$ cat config.mk
export PLATFORM = sky130hd
export DESIGN_NAME = axi_rw_arbiter
export DESIGN_NICKNAME = d
export VERILOG_FILES = /design/src/rtl/axi_rw_arbiter.sv
export SDC_FILE = /design/constraint.sdc
export NUM_CORES = 1
export LEC_CHECK = 0
export CORE_AREA = 2 2 196 198
export DETAILED_ROUTE_END_ITERATION = 6
export DIE_AREA = 0 0 198 200
export PLACE_DENSITY = 0.54
export SLEW_MARGIN = 20
export SYNTH_ARGS = -nofsm -noshare
export SYNTH_HDL_FRONTEND = slang
export SYNTH_SLANG_ARGS = --single-unit
$ cat constraint.sdc
create_clock -name clk -period 1.5 [get_ports clk]
set_input_delay 0.3 -clock clk [delete_from_list [all_inputs] [get_ports clk]]
set_output_delay 0.3 -clock clk [all_outputs]
set_load 0.005 [all_outputs]
$ cat src/rtl/axi_rw_arbiter.sv
// Round-robin arbiter sharing one single-outstanding AXI4 master port
// between instruction fetch (0) and load/store (1).
module axi_rw_arbiter #(
    parameter int ADDR_W = 32,
    parameter int DATA_W = 64,
    parameter int ID_W   = 4
) (
    input  logic                  clk,
    input  logic                  rst,
    input  logic [1:0]            req_i,
    input  logic [1:0]            we_i,
    input  logic [2*ADDR_W-1:0]   addr_i,
    input  logic [2*DATA_W-1:0]   wdata_i,
    input  logic [2*DATA_W/8-1:0] wstrb_i,
    output logic [DATA_W-1:0]     rdata_o,
    output logic [1:0]            done_o,
    output logic                  err_o,
    output logic [ID_W-1:0]       axi_ar_id_o,
    output logic [ADDR_W-1:0]     axi_ar_addr_o,
    output logic                  axi_ar_valid_o,
    input  logic                  axi_ar_ready_i,
    input  logic [DATA_W-1:0]     axi_r_data_i,
    input  logic [1:0]            axi_r_resp_i,
    input  logic                  axi_r_valid_i,
    output logic                  axi_r_ready_o,
    output logic [ADDR_W-1:0]     axi_aw_addr_o,
    output logic                  axi_aw_valid_o,
    input  logic                  axi_aw_ready_i,
    output logic [DATA_W-1:0]     axi_w_data_o,
    output logic [DATA_W/8-1:0]   axi_w_strb_o,
    output logic                  axi_w_valid_o,
    input  logic                  axi_w_ready_i,
    input  logic [1:0]            axi_b_resp_i,
    input  logic                  axi_b_valid_i,
    output logic                  axi_b_ready_o
);

    localparam int STRB_W = DATA_W / 8;

    typedef enum logic [2:0] {
        IDLE,
        RADDR,
        RDATA,
        WADDR,
        WRESP
    } state_e;

    state_e              state_q, state_d;
    logic                last_grant_q, last_grant_d;
    logic                idx_q, idx_d;
    logic [ADDR_W-1:0]   addr_q, addr_d;
    logic [DATA_W-1:0]   wdata_q, wdata_d;
    logic [STRB_W-1:0]   wstrb_q, wstrb_d;
    logic [DATA_W-1:0]   rdata_q, rdata_d;
    logic [1:0]          done_q, done_d;
    logic                err_q, err_d;
    logic                ar_valid_q, ar_valid_d;
    logic                r_ready_q, r_ready_d;
    logic                aw_valid_q, aw_valid_d;
    logic                w_valid_q, w_valid_d;
    logic                b_ready_q, b_ready_d;

    logic [1:0] elig;
    logic       gnt;
    logic       gnt_we;
    logic       aw_left;
    logic       w_left;
    logic [1:0] done_vec;

    // A requester that completes this cycle is masked so it is not re-granted.
    assign elig     = req_i & ~done_q;
    assign gnt      = (elig == 2'b11) ? ~last_grant_q : elig[1];
    assign gnt_we   = gnt & we_i[1];
    assign aw_left  = aw_valid_q & ~axi_aw_ready_i;
    assign w_left   = w_valid_q & ~axi_w_ready_i;
    assign done_vec = idx_q ? 2'b10 : 2'b01;

    always_comb begin
        state_d      = state_q;
        last_grant_d = last_grant_q;
        idx_d        = idx_q;
        addr_d       = addr_q;
        wdata_d      = wdata_q;
        wstrb_d      = wstrb_q;
        rdata_d      = rdata_q;
        done_d       = 2'b00;
        err_d        = 1'b0;
        ar_valid_d   = ar_valid_q;
        r_ready_d    = r_ready_q;
        aw_valid_d   = aw_valid_q;
        w_valid_d    = w_valid_q;
        b_ready_d    = b_ready_q;
        unique case (state_q)
            IDLE: begin
                if (|elig) begin
                    idx_d        = gnt;
                    last_grant_d = gnt;
                    addr_d  = gnt ? addr_i[ADDR_W +: ADDR_W]
                                  : addr_i[0 +: ADDR_W];
                    wdata_d = gnt ? wdata_i[DATA_W +: DATA_W]
                                  : wdata_i[0 +: DATA_W];
                    wstrb_d = gnt ? wstrb_i[STRB_W +: STRB_W]
                                  : wstrb_i[0 +: STRB_W];
                    if (gnt_we) begin
                        aw_valid_d = 1'b1;
                        w_valid_d  = 1'b1;
                        state_d    = WADDR;
                    end else begin
                        ar_valid_d = 1'b1;
                        state_d    = RADDR;
                    end
                end
            end
            RADDR: begin
                if (axi_ar_ready_i) begin
                    ar_valid_d = 1'b0;
                    r_ready_d  = 1'b1;
                    state_d    = RDATA;
                end
            end
            RDATA: begin
                if (axi_r_valid_i) begin
                    rdata_d   = axi_r_data_i;
                    err_d     = |axi_r_resp_i;
                    done_d    = done_vec;
                    r_ready_d = 1'b0;
                    state_d   = IDLE;
                end
            end
            WADDR: begin
                aw_valid_d = aw_left;
                w_valid_d  = w_left;
                if (!aw_left && !w_left) begin
                    b_ready_d = 1'b1;
                    state_d   = WRESP;
                end
            end
            WRESP: begin
                if (axi_b_valid_i) begin
                    err_d     = |axi_b_resp_i;
                    done_d    = done_vec;
                    b_ready_d = 1'b0;
                    state_d   = IDLE;
                end
            end
            default: state_d = IDLE;
        endcase
    end

    always_ff @(posedge clk) begin
        if (!rst) begin
            state_q      <= IDLE;
            last_grant_q <= 1'b0;
            idx_q        <= 1'b0;
            addr_q       <= '0;
            wdata_q      <= '0;
            wstrb_q      <= '0;
            rdata_q      <= '0;
            done_q       <= 2'b00;
            err_q        <= 1'b0;
            ar_valid_q   <= 1'b0;
            r_ready_q    <= 1'b0;
            aw_valid_q   <= 1'b0;
            w_valid_q    <= 1'b0;
            b_ready_q    <= 1'b0;
        end else begin
            state_q      <= state_d;
            last_grant_q <= last_grant_d;
            idx_q        <= idx_d;
            addr_q       <= addr_d;
            wdata_q      <= wdata_d;
            wstrb_q      <= wstrb_d;
            rdata_q      <= rdata_d;
            done_q       <= done_d;
            err_q        <= err_d;
            ar_valid_q   <= ar_valid_d;
            r_ready_q    <= r_ready_d;
            aw_valid_q   <= aw_valid_d;
            w_valid_q    <= w_valid_d;
            b_ready_q    <= b_ready_d;
        end
    end

    assign rdata_o        = rdata_q;
    assign done_o         = done_q;
    assign err_o          = err_q;
    assign axi_ar_id_o    = {{(ID_W-1){1'b0}}, idx_q};
    assign axi_ar_addr_o  = addr_q;
    assign axi_ar_valid_o = ar_valid_q;
    assign axi_r_ready_o  = r_ready_q;
    assign axi_aw_addr_o  = addr_q;
    assign axi_aw_valid_o = aw_valid_q;
    assign axi_w_data_o   = wdata_q;
    assign axi_w_strb_o   = wstrb_q;
    assign axi_w_valid_o  = w_valid_q;
    assign axi_b_ready_o  = b_ready_q;

endmodule

# Yosys cells after proc, flatten, opt, wreduce, memory -nomap -nowiden
# Cells that the tools add are included.
dict set report totals {
  regBits 180
  in_bits 287
  output_inout_bits 212
  word_cells 83
}
dict set report classes {
  n_eq_ne 12
  mux 32
  bitwise 8
  n_reduce_logical 18
}
# cell count
set op_table {}
lappend op_table {{$mux W64} 1}
lappend op_table {{$mux W32} 1}
lappend op_table {{$mux W3} 5}
lappend op_table {{$pmux W3 S5} 1}
lappend op_table {{$ne A2 B2 Y1 const B} 7}
lappend op_table {{$mux W1} 12}
lappend op_table {{$pmux W1 S2} 6}
lappend op_table {{$reduce_and A3 Y1} 3}
lappend op_table {{$mux W2} 4}
lappend op_table {{$mux W8} 1}
lappend op_table {{$reduce_bool A2 Y1} 4}
lappend op_table {{$eq A3 B2 Y1 const B} 2}
lappend op_table {{$reduce_or A2 Y1} 3}
lappend op_table {{$reduce_and A5 Y1} 1}
lappend op_table {{$pmux W2 S2} 1}
lappend op_table {{$reduce_and A2 Y1} 2}
lappend op_table {{$reduce_and A4 Y1} 1}
lappend op_table {{$and A1 B1 Y1} 3}
lappend op_table {{$eq A3 B1 Y1 const B} 1}
lappend op_table {{$eq A3 B3 Y1 const B} 1}
lappend op_table {{$logic_not A3 Y1} 1}
lappend op_table {{$not A1 Y1} 3}
lappend op_table {{$and A2 B2 Y2} 1}
lappend op_table {{$eq A2 B2 Y1 const B} 1}
lappend op_table {{3 further kinds} 4}

# Logic depth before layout (Yosys ltp)
dict set report logic_depth {
  ltp_word 8
  mapped_depth 7
}

# Worst setup path after synthesis
# OpenSTA, ideal clock, no wires.
dict set report synth_timing {
  path_kind {register -> register}
  start {register done_q[0], in the netlist done_o[0]}
  end {register addr_q[10], in the netlist axi_ar_addr_o[10]}
  arrival_time_ps 1434
  setup_slack_ps -59
  stages_incl_launch_ff 6
  path_buffers 2
  synth_period_minus_slack_ps 1559
  cell_sequence {dfxtp_1 > nand2b_1 > a2111oi_4 > buf_2 > buf_2 > a31oi_1}
}
dict set report synth_via {
  elab_chain_cells 5
  elab_cells_between_ends 7
  classes_between {eq/ne: 1; mux: 2; bitwise: 2; reduce/logical: 2}
}
# item line_no
set synth_lines {}
lappend synth_lines {{start, declared} 55} ;# logic [1:0] done_q, done_d;
lappend synth_lines {{start signal, assigned} 174} ;# done_q <= done_d;
lappend synth_lines {{$not A2 Y2 *} 71} ;# assign elig = req_i & ~done_q;
lappend synth_lines {{$and A2 B2 Y2 *} 71}
lappend synth_lines {{$eq A2 B2 Y1} 72} ;# assign gnt = (elig == 2'b11) ? ~last_grant_q : elig[1];
lappend synth_lines {{$mux W1} 72}
lappend synth_lines {{$mux W32} 98} ;# addr_d = gnt ? addr_i[ADDR_W +: ADDR_W]
lappend synth_lines {{end signal, assigned} 170} ;# addr_q <= addr_d;
lappend synth_lines {{end, declared} 51} ;# logic [ADDR_W-1:0] addr_q, addr_d;
# Mark *: on every way between the ends. The rest lies on a longest branch, timed or not.
# A chain may end at the register's enable or synchronous reset.

# Worst setup path after layout
dict set report layout_timing {
  start {input req_i[0]}
  end {register idx_q}
}
dict set report layout_via {
  elab_chain_cells 3
  elab_cells_between_ends 5
  classes_between {eq/ne: 1; mux: 1; bitwise: 1; reduce/logical: 2}
}
# item line_no
set layout_lines {}
lappend layout_lines {{start, declared} 10} ;# input logic [1:0] req_i,
lappend layout_lines {{$and A2 B2 Y2 *} 71}
lappend layout_lines {{$eq A2 B2 Y1 / $reduce_or A2 Y1 (equally long branches)} {72, 95}}
lappend layout_lines {{$mux W1 / $reduce_and A2 Y1 (equally long branches)} --}
lappend layout_lines {{end signal, assigned} 169} ;# idx_q <= idx_d;
lappend layout_lines {{end, declared} 50} ;# logic idx_q, idx_d;
# Marks and branches as above.

==> flow_summary.html <==
<table>
<tr><th>Metric</th><th>Value</th></tr>
<tr><th colspan="2">Run status</th></tr>
<tr><td>Run status</td><td>finished, violations left</td></tr>
<tr><td>Violated checks</td><td>negative setup slack</td></tr>
<tr><th colspan="2">GRT</th></tr>
<tr><td>Number of global-route vias before repair</td><td>between 8k and 9k</td></tr>
<tr><td>Total grt overflow</td><td>0</td></tr>
<tr><td>First-pass GRT wire length</td><td>about 48,000 microns</td></tr>
<tr><td>Initial antenna violation count</td><td>0</td></tr>
<tr><td>All-layer global routing usage</td><td>between 10% and 20%</td></tr>
<tr><td>Maximum number of pins on one net before global-route repair</td><td>44</td></tr>
<tr><th colspan="2">Worst setup path</th></tr>
<tr><td>Largest stage delay on the critical path</td><td>0.54 ns</td></tr>
<tr><td>Worst EP required</td><td>1.84 ns</td></tr>
<tr><td>Largest fanout on the critical path</td><td>8</td></tr>
<tr><td>Setup Crit Path Kind</td><td>in -&gt; reg</td></tr>
<tr><td>Worst-path cell chain</td><td>clkdlybuf4s50_1 -&gt; nand2b_4 -&gt; a2111oi_4 -&gt; buf_4 -&gt; buf_12 -&gt; buf_4 -&gt; mux2i_1 -&gt; nor2_1</td></tr>
<tr><td>Buffer and inverter count on the worst path</td><td>4</td></tr>
<tr><td>Most frequent cell on the critical path</td><td>sky130_fd_sc_hd__buf_4</td></tr>
<tr><td>Arrival time of the worst setup path</td><td>1.98 ns</td></tr>
<tr><td>Slowest CP cell</td><td>sky130_fd_sc_hd__clkdlybuf4s50_1</td></tr>
<tr><td>CP startpoint kind</td><td>input port</td></tr>
<tr><td>Top Family by Delay on Critical Path</td><td>buffers and inverters</td></tr>
<tr><td>Nature of the critical path endpoint</td><td>register</td></tr>
<tr><th colspan="2">Die</th></tr>
<tr><td>Die Height</td><td>roughly 200 microns</td></tr>
<tr><td>I/O pin cnt</td><td>499</td></tr>
<tr><td>Area of the die</td><td>39,600 sq um</td></tr>
<tr><td>Core Region</td><td>37,400 sq um</td></tr>
<tr><td>Starting density of the core</td><td>between 10% and 20%</td></tr>
<tr><td>Core Rows</td><td>71</td></tr>
<tr><td>Die width</td><td>between 150 and 200 microns</td></tr>
<tr><th colspan="2">Timing</th></tr>
<tr><td>Setup TNS</td><td>-7.39 ns</td></tr>
<tr><td>Post-route worst setup slack</td><td>-0.143 ns</td></tr>
<tr><td>Final Hold Viols</td><td>0</td></tr>
<tr><td>Final setup violating endpoints</td><td>108</td></tr>
<tr><td>Number of pins with negative max-slew slack in the final report</td><td>0</td></tr>
<tr><td>Worst setup skew after layout</td><td>0.0110 ns</td></tr>
<tr><td>Setup repair after global routing missed its margin</td><td>yes</td></tr>
<tr><td>Ratio of final minimum period to clock period</td><td>110%</td></tr>
<tr><td>Maximum clock rate</td><td>609 MHz</td></tr>
<tr><td>Post-layout min period</td><td>1.64 ns</td></tr>
<tr><td>Smallest hold slack</td><td>0.176 ns</td></tr>
<tr><th colspan="2">Place</th></tr>
<tr><td>Post-DP HPWL</td><td>24,100 microns</td></tr>
<tr><td>Number of input and output port buffers inserted</td><td>roughly 490</td></tr>
<tr><td>Placed standard-cell area</td><td>13,000 sq um</td></tr>
<tr><td>Routability congestion estimate from global placement</td><td>0.832</td></tr>
<tr><td>Worst slack, placed</td><td>-0.597 ns</td></tr>
<tr><td>Number of instances in the placed design</td><td>1,912</td></tr>
<tr><th colspan="2">Synth</th></tr>
<tr><td>Cells after synthesis</td><td>about 960</td></tr>
<tr><td>Number of synthesized register bits</td><td>180</td></tr>
<tr><td>Post-synth top area share</td><td>49.2%</td></tr>
<tr><td>Number of different library cells in the post-synthesis netlist</td><td>30</td></tr>
<tr><td>Cell type with the highest aggregate area in the netlist</td><td>sky130_fd_sc_hd__dfxtp_1</td></tr>
<tr><td>Summed instance area of the synthesized netlist</td><td>7330 sq um</td></tr>
<tr><td>Portion of the post-synthesis area used by sequential elements</td><td>49.2%</td></tr>
<tr><td>Total of warnings raised by yosys</td><td>0</td></tr>
<tr><td>Post-synthesis average cell area</td><td>7.62 sq um</td></tr>
<tr><td>Synth area leaders</td><td>sky130_fd_sc_hd__dfxtp_1 (49%), sky130_fd_sc_hd__nand2_1 (17%), sky130_fd_sc_hd__a31oi_1 (8.9%)</td></tr>
<tr><th colspan="2">Clock network</th></tr>
<tr><td>CTS root buf</td><td>sky130_fd_sc_hd__clkbuf_16</td></tr>
<tr><td>Level count of the clock H-tree</td><td>4</td></tr>
<tr><td>Clk Latency, worst-skew pair</td><td>0.45 ns</td></tr>
<tr><td>Clock sink count</td><td>180</td></tr>
<tr><td>TritonCTS buffer count</td><td>17</td></tr>
<tr><td>Number of buffers on the longest clock path</td><td>2</td></tr>
<tr><td>Clock-pin transition on the worst setup and hold timing paths</td><td>0.07 ns</td></tr>
<tr><td>CTS tree</td><td>built</td></tr>
<tr><th colspan="2">Routing</th></tr>
<tr><td># DRC</td><td>0</td></tr>
<tr><td>Iteration count of the initial detailed-routing pass</td><td>5</td></tr>
<tr><td>Routed WL per cell</td><td>16.7 microns</td></tr>
<tr><td>Mean number of vias per cell</td><td>4.28</td></tr>
<tr><td>Initial detailed-routing violation count</td><td>367</td></tr>
<tr><td>Detail Route Antenna Nets</td><td>0</td></tr>
<tr><td>Final WL</td><td>33,000 microns</td></tr>
<tr><td>Via count</td><td>about 8.5k</td></tr>
<tr><th colspan="2">Power</th></tr>
<tr><td>Switching power</td><td>5.34 mW</td></tr>
<tr><td>Leak</td><td>6.03 nW</td></tr>
<tr><td>Logic gate share of total power</td><td>34.9%</td></tr>
<tr><td>Switching share of power</td><td>32.5%</td></tr>
<tr><td>Internal power</td><td>11.1 mW</td></tr>
<tr><td>Peak supply drop</td><td>between 0.7 and 0.8 mV</td></tr>
<tr><td>Pwr dens</td><td>1180 nW/um^2</td></tr>
<tr><td>Sequential fraction of design power</td><td>37.8%</td></tr>
<tr><td>Clock network fraction of design power</td><td>a little over a quarter</td></tr>
<tr><th colspan="2">Cells and area</th></tr>
<tr><td>Cell area after layout</td><td>13,900 sq um</td></tr>
<tr><td>Number of nets in the layout</td><td>between 1.5k and 2k</td></tr>
<tr><td>Finished Layout Cells</td><td>1,980</td></tr>
<tr><td>Antenna diode count</td><td>0</td></tr>
<tr><td>Fraction of final layout cells sized beyond drive strength 1</td><td>13.8%</td></tr>
<tr><td>Area growth syn-to-layout</td><td>90.0%</td></tr>
<tr><th colspan="2">Hold path</th></tr>
<tr><td>Type of the worst min-delay path</td><td>in -&gt; reg</td></tr>
<tr><th colspan="2">Flow run</th></tr>
<tr><td>Max Cap Viol</td><td>0</td></tr>
</table>
final timing paths:
kind	startpoint	end	slack (ns)	depth (start not counted)
worst max-delay path	req_i[0]	idx_q	-0.14	8
worst min-delay path	rst	axi_ar_valid_o	0.18	3
worst max register to register	done_o[0]	idx_q	-0.14	7
worst min register to register	rdata_o[36]	rdata_o[36]	0.45	2
through the flow:
| stage | power, mW | utilization (%) |
|---|---|---|
| global placement | 12.0 | 34.7 |
| global route | 17.4 | 37.2 |
| detailed placement | 12.0 | 34.7 |
| floorplan | 8.53 | - |
| finish | 16.4 | 37.2 |
| CTS | 16.6 | 37.1 |
placed cells by master, fill, tap and decap left out, drive strengths merged, types with 13 or more instances in the layout:
| cell | n |
|---|---|
| a21oi | 71 |
| clkdlybuf4s50 | 284 |
| dlygate4sd2 | 194 |
| a31oi | 104 |
| dfxtp | 180 |
| nand2 | 341 |
| o21ai | 111 |
| inv | 13 |
| clkbuf | 20 |
| buf | 96 |
worst register-to-register path: stages, from the launching register on:
cell	delay [ns]
sky130_fd_sc_hd__dfxtp_2	0.33
sky130_fd_sc_hd__nand2b_4	0.14
sky130_fd_sc_hd__a2111oi_4	0.38
sky130_fd_sc_hd__buf_4	0.18
sky130_fd_sc_hd__buf_12	0.15
sky130_fd_sc_hd__buf_4	0.15
sky130_fd_sc_hd__mux2i_1	0.17
sky130_fd_sc_hd__nor2_1	0.05
metal layers:
metal | global-route usage [%] | vias to the layer above | routed length [microns]
met4 | 5.10 | 0 | 658
met3 | 4.69 | 38 | 2360
li1 | - | 4206 | -
met1 | 19.2 | 3900 | 13800
met5 | 0 | - | 0
met2 | 27.2 | 331 | 16200
flip-flops by register name, summed over array words and instances (netlist names):
register / cells
axi_w_strb_o: 8
done_o: 2
err_o: 1
rdata_o: 64
axi_r_ready_o: 1
axi_aw_valid_o: 1
axi_b_ready_o: 1
idx_q: 1
axi_ar_addr_o: 32
axi_w_data_o: 64
state_q: 3
axi_ar_valid_o: 1
axi_w_valid_o: 1
timing repair:
item,CTS,global route
hold buffers,0,0
endpoints found under the setup margin,318,145
hold endpoints to repair,0,0
pin swaps,1,2
gates cloned,7,1
buffers inserted,26,5
gates resized for setup,308,21
area by class of cell:
type | instances | area, sq um
inverter | 6 | 22.5
timing repair buffer | 589 | 5870
multi-input combinational | 662 | 3140
tap | 511 | 639
clock buffer | 18 | 429
sequential | 180 | 3680
fill | 3929 | 23500
clock inverter | 14 | 145
synthesized netlist by cell type (all sizes together):
cell,number
a2111oi,1
a221oi,1
a21oi,71
conb,1
nand3,3
o21ai,111
dfxtp,180
clkbuf,49
o211ai,1
nand2b,8
nor2,5
buf,67
inv,6
nand2,341
and2,1
a31oi,104
nor3,3
nand4,1
nor3b,1
a21o,1
mux2i,1
nor2b,3
a311oi,1
or3,1
logic make-up after synthesis:
family	Yosys count	synth area share (%)
AO/OA/AOI/OAI	291	22.2
multiplexers	1	0.137
AND/OR/NAND/NOR	367	19.4
other	1	0.0512
buffers and inverters	122	9.05
flip-flops	180	49.2
power groups by stage:
stage	Combinational, mW	Sequential, mW	Clock, mW
2_1_floorplan	2.28	6.24	0
3_3_place_gp	5.68	6.29	0
3_5_place_dp	5.71	6.30	0
4_1_cts	5.73	6.21	4.65
5_1_grt	6.26	6.32	4.86
6_report	5.73	6.20	4.50
Note: power is estimated with default switching activity, not from simulation.
